### config.mk
export PLATFORM = sky130hd
export DESIGN_NAME = hazard_unit
export DESIGN_NICKNAME = d
export VERILOG_FILES = /design/src/rtl/hazard_pkg.sv /design/src/rtl/hazard_match.sv /design/src/rtl/hazard_unit.sv
export SDC_FILE = /design/constraint.sdc
export NUM_CORES = 1
export LEC_CHECK = 0
export CORE_MARGIN = 2
export CORE_UTILIZATION = 41
export CTS_BUF_LIST = sky130_fd_sc_hd__clkbuf_8
export DETAILED_ROUTE_END_ITERATION = 8
export GPL_TIMING_DRIVEN = 0
export PLACE_DENSITY = 0.74
export SYNTH_ARGS = -nofsm -noshare
export SYNTH_HDL_FRONTEND = slang
export SYNTH_SLANG_ARGS = --single-unit
### constraint.sdc
create_clock -name clk -period 2.5 [get_ports clk]
set_clock_uncertainty 0.15 [all_clocks]
set_input_delay 0.5 -clock clk [delete_from_list [all_inputs] [get_ports clk]]
set_output_delay 0.5 -clock clk [all_outputs]
set_load 0.05 [all_outputs]
### src/rtl/hazard_pkg.sv
// Shared types and constants for the decode-stage hazard unit: the pipeline
// shadow-slot record and the match helper used by the per-source comparators.
package hazard_pkg;

  typedef struct packed {
    logic       valid;
    logic [4:0] rd;
    logic       reg_write;
    logic       mem_read;
  } slot_t;

  localparam logic [4:0]  REG_ZERO       = 5'd0;
  localparam logic [15:0] BUBBLE_CNT_MAX = 16'hFFFF;
  localparam slot_t       SLOT_EMPTY     = '{valid: 1'b0, rd: 5'd0, reg_write: 1'b0, mem_read: 1'b0};

  // A slot produces a value for rs when it is live, writes, and targets rs (never x0).
  function automatic logic slot_writes(input slot_t s, input logic [4:0] rs);
    return s.valid & s.reg_write & (s.rd != REG_ZERO) & (s.rd == rs);
  endfunction

endpackage

### src/rtl/hazard_match.sv
// Per-source dependency comparator: checks one decode source register against
// the EX and MEM shadow slots.
module hazard_match
  import hazard_pkg::*;
(
  input  slot_t      ex_slot,
  input  slot_t      mem_slot,
  input  logic       id_valid,
  input  logic [4:0] rs_addr,
  input  logic       use_rs,
  output logic       ex_hit,
  output logic       mem_hit,
  output logic       load_hit
);

  logic reads_s;
  logic unused_s;

  assign reads_s  = id_valid & use_rs;
  assign ex_hit   = reads_s & slot_writes(ex_slot, rs_addr);
  assign mem_hit  = reads_s & slot_writes(mem_slot, rs_addr);
  assign load_hit = ex_hit & ex_slot.mem_read;

  // The MEM load flag is carried for completeness; a load in MEM is forwardable.
  assign unused_s = mem_slot.mem_read;

endmodule

### src/rtl/hazard_unit.sv
// Decode-stage hazard unit: forwarding selects, load-use stall and bubble count.
// Define HAZARD_FWD_EN to enable forwarding; otherwise every dependency stalls.
module hazard_unit
  import hazard_pkg::*;
(
  input  logic        clk,
  input  logic        rst,
  input  logic        id_valid,
  input  logic [4:0]  rs1_addr,
  input  logic [4:0]  rs2_addr,
  input  logic        use_rs1,
  input  logic        use_rs2,
  input  logic [4:0]  id_rd,
  input  logic        id_RegWrite,
  input  logic        id_MemRead,
  input  logic        flush,
  output logic        fwd_ex_1,
  output logic        fwd_mem_1,
  output logic        fwd_ex_2,
  output logic        fwd_mem_2,
  output logic        stall,
  output logic        clear,
  output logic [15:0] bubble_cnt
);

  slot_t       ex_r;
  slot_t       mem_r;
  slot_t       id_slot_s;
  logic [15:0] bubble_cnt_r;
  logic        ex_hit_1_s, mem_hit_1_s, load_hit_1_s;
  logic        ex_hit_2_s, mem_hit_2_s, load_hit_2_s;
  logic        hazard_s;
  logic        stall_s;
  logic        clear_s;

  assign id_slot_s = '{valid: 1'b1, rd: id_rd, reg_write: id_RegWrite, mem_read: id_MemRead};

  hazard_match u_match_1 (
    .ex_slot  (ex_r),
    .mem_slot (mem_r),
    .id_valid (id_valid),
    .rs_addr  (rs1_addr),
    .use_rs   (use_rs1),
    .ex_hit   (ex_hit_1_s),
    .mem_hit  (mem_hit_1_s),
    .load_hit (load_hit_1_s)
  );

  hazard_match u_match_2 (
    .ex_slot  (ex_r),
    .mem_slot (mem_r),
    .id_valid (id_valid),
    .rs_addr  (rs2_addr),
    .use_rs   (use_rs2),
    .ex_hit   (ex_hit_2_s),
    .mem_hit  (mem_hit_2_s),
    .load_hit (load_hit_2_s)
  );

`ifdef HAZARD_FWD_EN
  logic load_use_s;

  assign load_use_s = load_hit_1_s | load_hit_2_s;
  assign hazard_s   = load_use_s;
  // EX wins over MEM; EX forwarding is meaningless while the load is still in flight.
  assign fwd_ex_1   = rst & ex_hit_1_s & ~load_use_s;
  assign fwd_ex_2   = rst & ex_hit_2_s & ~load_use_s;
  assign fwd_mem_1  = rst & mem_hit_1_s & ~ex_hit_1_s;
  assign fwd_mem_2  = rst & mem_hit_2_s & ~ex_hit_2_s;
`else
  // load_hit implies ex_hit; it is folded in so both comparator outputs stay consumed.
  assign hazard_s   = ex_hit_1_s | mem_hit_1_s | load_hit_1_s |
                      ex_hit_2_s | mem_hit_2_s | load_hit_2_s;
  assign fwd_ex_1   = 1'b0;
  assign fwd_ex_2   = 1'b0;
  assign fwd_mem_1  = 1'b0;
  assign fwd_mem_2  = 1'b0;
`endif

  // A flush kills the decode instruction, so it bubbles without holding fetch.
  assign stall_s    = rst & ~flush & hazard_s;
  assign clear_s    = rst & (flush | hazard_s);
  assign stall      = stall_s;
  assign clear      = clear_s;
  assign bubble_cnt = bubble_cnt_r;

  // Shadow slots advance with the decode/execute register on the falling edge.
  always_ff @(negedge clk or negedge rst) begin
    if (!rst) begin
      ex_r  <= SLOT_EMPTY;
      mem_r <= SLOT_EMPTY;
    end else begin
      mem_r <= ex_r;
      if (id_valid && !clear_s) begin
        ex_r <= id_slot_s;
      end else begin
        ex_r <= SLOT_EMPTY;
      end
    end
  end

  // Saturating count of hazard bubbles; flush-induced bubbles are not counted.
  always_ff @(negedge clk or negedge rst) begin
    if (!rst) begin
      bubble_cnt_r <= 16'd0;
    end else if (clear_s && !flush && (bubble_cnt_r != BUBBLE_CNT_MAX)) begin
      bubble_cnt_r <= bubble_cnt_r + 16'd1;
    end else begin
      bubble_cnt_r <= bubble_cnt_r;
    end
  end

endmodule

==> results of run 1 <==
==> area by class of cell <==
class	count	area share
multi-input combinational	109	0.3525
sequential	30	0.2832
timing repair buffer	79	0.2803
clock buffer	8	0.04153
tap	48	0.02265
buffer	7	0.01982
==> synthesized netlist by cell type (all sizes together) (2+ instances only) <==
library cell / number / area [µm²]
dfrtn: 30 / 750.7
nor4: 3 / 18.77
nor2b: 4 / 27.53
buf: 7 / 43.79
nor2: 11 / 41.29
nand3: 14 / 70.07
and3: 4 / 25.02
xor2: 12 / 105.1
nand4: 6 / 37.54
mux2: 2 / 22.52
nor3: 2 / 10.01
xnor2: 22 / 192.7
nand2: 13 / 48.80
==> critical path: stages, from the launching register on <==
cell	delay, ps
dfrtn_1	340
or4_4	550
o211ai_4	240
nor4_4	80
a31oi_2	200
o22ai_4	110
buf_6	130
and2_4	130
buf_6	140
==> cell usage in the layout, fill, tap and decap left out, drive strengths merged, types with 2 or more instances in the layout <==
cell,synthesis,layout
nand4,6,6
nand3,14,14
buf,7,76
nor2b,4,4
nand2,13,13
xor2,12,12
clkbuf,1,9
nor4,3,3
and3,4,4
conb,1,4
nor3,2,2
xnor2,22,22
clkdlybuf4s50,0,9
nor2,11,11
dfrtn,30,30
mux2,2,2
==> state kept, by name (all words and copies together), names as in the netlist <==
signal and flops:
mem_r 7, bubble_cnt 16, ex_r 7
==> power by group <==
| part | internal [mW] | total (mW) | switching (mW) |
|---|---|---|---|
| clock | 0.278 | 0.463 | 0.185 |
| combinational | 0.0789 | 0.168 | 0.0893 |
| sequential | 0.502 | 0.517 | 0.0146 |
| total | 0.859 | 1.15 | 0.289 |
==> per-stage QoR <==
stage,utilization,instance area (µm²),power (mW)
detailed placement,0.5486,1978,0.6532
global placement,0.5486,1978,0.6494
global route,0.7353,2651,1.197
floorplan,-,1538,0.5910
finish,0.7353,2651,1.148
CTS,0.7297,2631,1.137
==> path summary, 6_finish.rpt <==
path / endpoint / slack (ps) / cells past startpoint
max in group asynchronous: bubble_cnt[11] / 870 / 1
setup / recovery: stall / -1620 / 8
setup reg to reg: bubble_cnt[1] / -570 / 15
min in group asynchronous: mem_r[3] / 1060 / 1
hold reg to reg: mem_r[1] / 190 / 0
hold / removal: mem_r[1] / 190 / 0
==> per-layer routing <==
layer,track usage,up-vias,share of wire
met3,0.05729,5,0.049
li1,-,660,-
met5,0,-,0
met1,0.2981,698,0.39
met4,0.06117,0,0.0095
met2,0.4781,54,0.55
==> timing repair <==
action | 4_1_cts | 5_1_grt
setup buffers | 40 | 19
cloned | 1 | 0
hold buffers | 0 | 0
resized for setup | 229 | 23
pin swaps | 22 | 17
endpoints found under the setup margin | 71 | 41
==> cell families (layout without fill, tap and decap cells) <==
| family | count (synthesis) | after routing | share of synthesized area |
|---|---|---|---|
| AND/OR/NAND/NOR | 62 | 62 | 0.2081 |
| XOR/XNOR | 34 | 34 | 0.1965 |
| flip-flops | 30 | 30 | 0.4955 |
| buffers and inverters | 8 | 94 | 0.03138 |
| AO/OA/AOI/OAI | 6 | 6 | 0.04294 |
| multiplexers | 2 | 2 | 0.01486 |
| adder cells (fa/ha/maj) | 1 | 1 | 0.008256 |
| other | 1 | 4 | 0.002475 |
==> reports/qor.csv, run 1 <==
stage,metric,value,unit
routing,dr.pass1.iters,6,
setup_path,r2r-start,mem_r[5],
cells_and_area,fillers,252,
flow_run,cap_violations,0,
routing,post_drt_via_cell_ratio,5.043,
placement,hpwl,2.506,mm
synthesis,syn_inst,144,
clocking,clk_pin_slew_worst_paths,50,ps
setup_path,crit_path_end_kind,output pin,
cells_and_area,seq_area,750.7,µm²
setup_path,required,1850,ps
placement,placement.io_buffers,38,
routing,drc,0,
grt,grt_max_degree,33,
synthesis,yosysSeqAreaShare,0.4955,
cells_and_area,drive_gt1_frac,0.5064,
die,core_area,3606,µm²
synthesis,syn_avg_cell_area,10.52,µm²
synthesis,synth_ff_type,dfrtn_1,
die,rows,22,
clocking,cts_tree,yes,
synthesis,syn_area,1515,µm²
worst_hold_path,hold_path.class,reg -> reg,
clocking,clk_latency,290,ps
routing,final_antenna_net_count,0,
clocking,cts.sinks,30,
die,floorplan.initialDensity,0.4202,
sta,hold_ws,185.5,ps
sta,setup_ws,-1618,ps
sta,rsz0062_at_grt,true,
pwr,ir_worst_vdd,297.1,µV
grt,overflow,0,
grt,grt_pass1_vias,1576,
synthesis,yosysWarnings,0,
status,violations,setup timing,
setup_path,cp-start-kind,flip-flop,
clocking,htree_levels,2,
die,fp.dieArea,4198,µm²
clocking,cts_made_buffers,5,
routing,wirelength,4.738,mm
synthesis,synth-edff-count,0,
synthesis,synth-seq-cells,30,
sta,tightest_slew,551.0,ps
cells_and_area,multiInputGateArea,934.6,µm²
placement,pre_cts_ws,-2403,ps
sta,relSlewSlack,0.6319,
sta,setup_viol,41,
die,io_pins,45,
status,outcome,"complete, but fails checks",
worst_hold_path,min_from,ex_r[1],
die,die_h,64.79,µm
routing,initialDrtViolationCount,40,
setup_path,cp-startpoint,mem_r[5],
sta,setup-tns-final,-30600,ps
cells_and_area,num-nets-final,256,
cells_and_area,fin_cells,281,
cells_and_area,area_growth,74.98,%
placement,dp_cells,233,
setup_path,path_max_fanout,3,
cells_and_area,diodes,0,
grt,grt.total_usage,0.2572,
die,die_width,64.79,µm
sta,drv_slew,0,
grt,grt_pass1_wl,8.031,mm
clocking,root_buffer,clkbuf_8,
grt,grt_antenna_before_repair,0,
synthesis,synth-async-reset-ratio,1.000,
pwr,p_leak,1.254,nW
clocking,cts_buffer_depth,2,
routing,via_count,1417,
sta,hold_viol,0,
pwr,p_per_area,432.9,nW/µm²
setup_path,crit_arrival,3470,ps
routing,wl_per_cell,16.86,µm
synthesis,synth_cell_types,30,
placement,gp_congestion,0.8392,
setup_path,worst-setup-path-type,reg -> out,
Power figures use the tool's default switching activity.
==> inputs of run 2 (changes only) <==
--- a/config.mk
+++ b/config.mk
@@ -5,6 +5,7 @@
 export SDC_FILE = /design/constraint.sdc
 export NUM_CORES = 1
 export LEC_CHECK = 0
+export ABC_AREA = 0
 export CORE_MARGIN = 2
 export CORE_UTILIZATION = 41
 export CTS_BUF_LIST = sky130_fd_sc_hd__clkbuf_8
==> results of run 2 <==
Same layout as run 1: the final DEF is identical, and so are final timing and power.
==> inputs of run 3 (changes only) <==
--- a/config.mk
+++ b/config.mk
@@ -7,11 +7,11 @@
 export LEC_CHECK = 0
 export ABC_AREA = 0
 export CORE_MARGIN = 2
-export CORE_UTILIZATION = 41
+export CORE_UTILIZATION = 52
 export CTS_BUF_LIST = sky130_fd_sc_hd__clkbuf_8
 export DETAILED_ROUTE_END_ITERATION = 8
 export GPL_TIMING_DRIVEN = 0
-export PLACE_DENSITY = 0.74
+export PLACE_DENSITY = 0.9
 export SYNTH_ARGS = -nofsm -noshare
 export SYNTH_HDL_FRONTEND = slang
 export SYNTH_SLANG_ARGS = --single-unit
==> constraint.sdc (replaced) <==
create_clock -name clk -period 4.8 [get_ports clk]
set_clock_uncertainty 0.15 [all_clocks]
set_input_delay 0.96 -clock clk [delete_from_list [all_inputs] [get_ports clk]]
set_output_delay 0.96 -clock clk [all_outputs]
set_load 0.05 [all_outputs]
==> run 3 against run 2 <==
  * Hold slack worse by 5.7 ps
  * Design area is 15% lower
  * Clock power is 48% lower
  * Core utilization is 8.4 points higher
  * Sequential cell count stayed put
  * The flow still finishes with violations (setup timing)
  * Non-clock buffer count is 25 lower
  * Routed wire length is 3.4% lower
  * Clock-buffer cell count stayed put
  * Largest cell class unchanged
  * Critical path depth stayed put
  * Critical path type unchanged
==> reports/qor.csv, run 3 (same netlist as run 1, synthesis figures left out) <==
stage,metric,value,unit,change
sta,setup_viol,25,,-39%
grt,grt.total_usage,0.2893,,+0.03214
setup_path,crit_path_end_kind,output pin,,
flow_run,cap_violations,0,,unchanged
placement,hpwl,2.615,mm,+4.3%
die,io_pins,45,,unchanged
die,rows,19,,-14%
clocking,cts_tree,yes,,
routing,via_count,1378,,-2.8%
pwr,power.total,0.5868,mW,-49%
grt,grt_pass1_vias,1442,,-8.5%
placement,pre_cts_ws,-1794,ps,+609.2 ps
clocking,clk_latency,290,ps,about the same
cells_and_area,num-nets-final,231,,-9.8%
routing,wl_per_cell,19.15,µm,+14%
setup_path,crit_chain,or4_4 > o211ai_4 > nor4_2 > a41oi_2 > o22ai_4 > o21a_1 > buf_6 > buf_8,,
setup_path,slowest_delay,550,ps,about the same
die,die_h,57.98,µm,-11%
grt,grt_pass1_wl,7.044,mm,-12%
routing,final_antenna_net_count,0,,unchanged
clocking,cts_buffer_depth,2,,unchanged
placement,gp_congestion,0.9431,,+12%
cells_and_area,largest_reg_flops,16,,unchanged
sta,setup_ws,-953.8,ps,+664.4 ps
routing,dr.pass1.iters,5,,-1
setup_path,path_max_fanout,3,,unchanged
cells_and_area,layout_commonest_cell,dfrtn_1,,
setup_path,required,3690,ps,+1840 ps
grt,overflow,0,,unchanged
clocking,clk_pin_slew_worst_paths,40,ps,about the same
grt,grt_antenna_before_repair,0,,unchanged
die,die_width,57.98,µm,-11%
pwr,p_per_area,259.8,nW/µm²,-40%
clocking,cts_made_buffers,5,,unchanged
die,fp.dieArea,3362,µm²,-20%
routing,post_drt_via_cell_ratio,5.766,,+14%
cells_and_area,fillers,161,,-36%
routing,drc,0,,unchanged
cells_and_area,layout_common_cells,"dfrtn_1 (30), xnor2_1 (21), nand3_1 (13)",,
sta,drv_slew,0,,unchanged
setup_path,crit_arrival,4640,ps,+1170 ps
status,violations,setup timing,,
setup_path,cp-start-kind,flip-flop,,
routing,initialDrtViolationCount,72,,+80%
cells_and_area,drive_gt1_frac,0.3462,,-0.1603
cells_and_area,diodes,0,,unchanged
pwr,p_leak,1.024,nW,-18%
clocking,cts.sinks,30,,unchanged
die,core_area,2758,µm²,-24%
cells_and_area,area_growth,49.05,%,
status,outcome,"complete, but fails checks",,
worst_hold_path,hold_path.class,reg -> reg,,
placement,dp_cells,216,,-7.3%
pwr,ir_worst_vdd,237.6,µV,-20%
die,floorplan.initialDensity,0.5495,,+0.1293
setup_path,worst-setup-path-type,reg -> out,,
clocking,root_buffer,clkbuf_8,,
clocking,htree_levels,2,,unchanged
setup_path,crit_path_top_delay_cell,or4_4,,
grt,grt_max_degree,33,,unchanged
routing,wirelength,4.577,mm,-3.4%
sta,rsz0062_at_grt,true,,
placement,placement.io_buffers,38,,unchanged
sta,hold_viol,0,,unchanged
cells_and_area,fin_cells,239,,-15%
[run 3: changes by cell type in the layout (fill, tap and decap cells not counted), sizes merged]
cell / previous run / this run
buf: 76 / 30
clkdlybuf4s15: 0 / 15
clkbuf: 9 / 15
[run 3: what timing repair did]
item	CTS	global route
pin swaps	10	3
endpoints found under the setup margin	41	33
hold buffers	0	0
setup buffers	11	3
resized for setup	114	12
cloned	1	0
[run 3: path summary, 6_finish.rpt]
kind / from / endpoint / slack [ps] / cells after the start
max: mem_r[6] / clear / -950 / 8
min: ex_r[7] / mem_r[7] / 180 / 0
max reg2reg: mem_r[6] / bubble_cnt[12] / 1790 / 14
min reg2reg: ex_r[7] / mem_r[7] / 180 / 0
max in group asynchronous: rst / bubble_cnt[15] / 1570 / 1
min in group asynchronous: rst / bubble_cnt[6] / 2670 / 1
[run 3: stage by stage]
stage                 util  setup TNS, ps  area (µm²)  hold WS (ps)
global route        0.8190          -9954        2258         192.5
finish              0.8190          -8813        2258         179.8
detailed placement  0.7096         -40800        1957         172.1
floorplan                -          -3642        1538         163.8
CTS                 0.8149          -5824        2247         172.7
global placement    0.7096         -34550        1957         176.5
[run 3: per-layer routing]
layer | global-route usage | share of wire | vias to the layer above
li1 | - | - | 608
met1 | 0.3433 | 0.39 | 678
met2 | 0.5244 | 0.52 | 76
met3 | 0.06250 | 0.053 | 16
met4 | 0.08638 | 0.030 | 0
met5 | 0 | 0 | -
[run 3: layout make-up]
| type | count | area (µm²) | area share |
|---|---|---|---|
| buffer | 8 | 61.31 | 0.02715 |
| sequential | 30 | 750.7 | 0.3324 |
| timing repair buffer | 53 | 485.5 | 0.2150 |
| multi-input combinational | 109 | 812.0 | 0.3596 |
| tap | 31 | 38.79 | 0.01717 |
| clock buffer | 8 | 110.1 | 0.04875 |
[run 3: power breakdown]
group	switching, mW	internal, mW	total (mW)	leakage, nW
logic	0.0427	0.0356	0.0783	0.561
clock network	0.0944	0.145	0.239	0.0575
registers	0.00811	0.261	0.270	0.406
[run 3: worst max-delay path: cells and delay by family (launching register included)]
kind	cells	cell delay, ps
compound gates	4	720
buf+inv	2	260
flops	1	350
simple gates	2	630
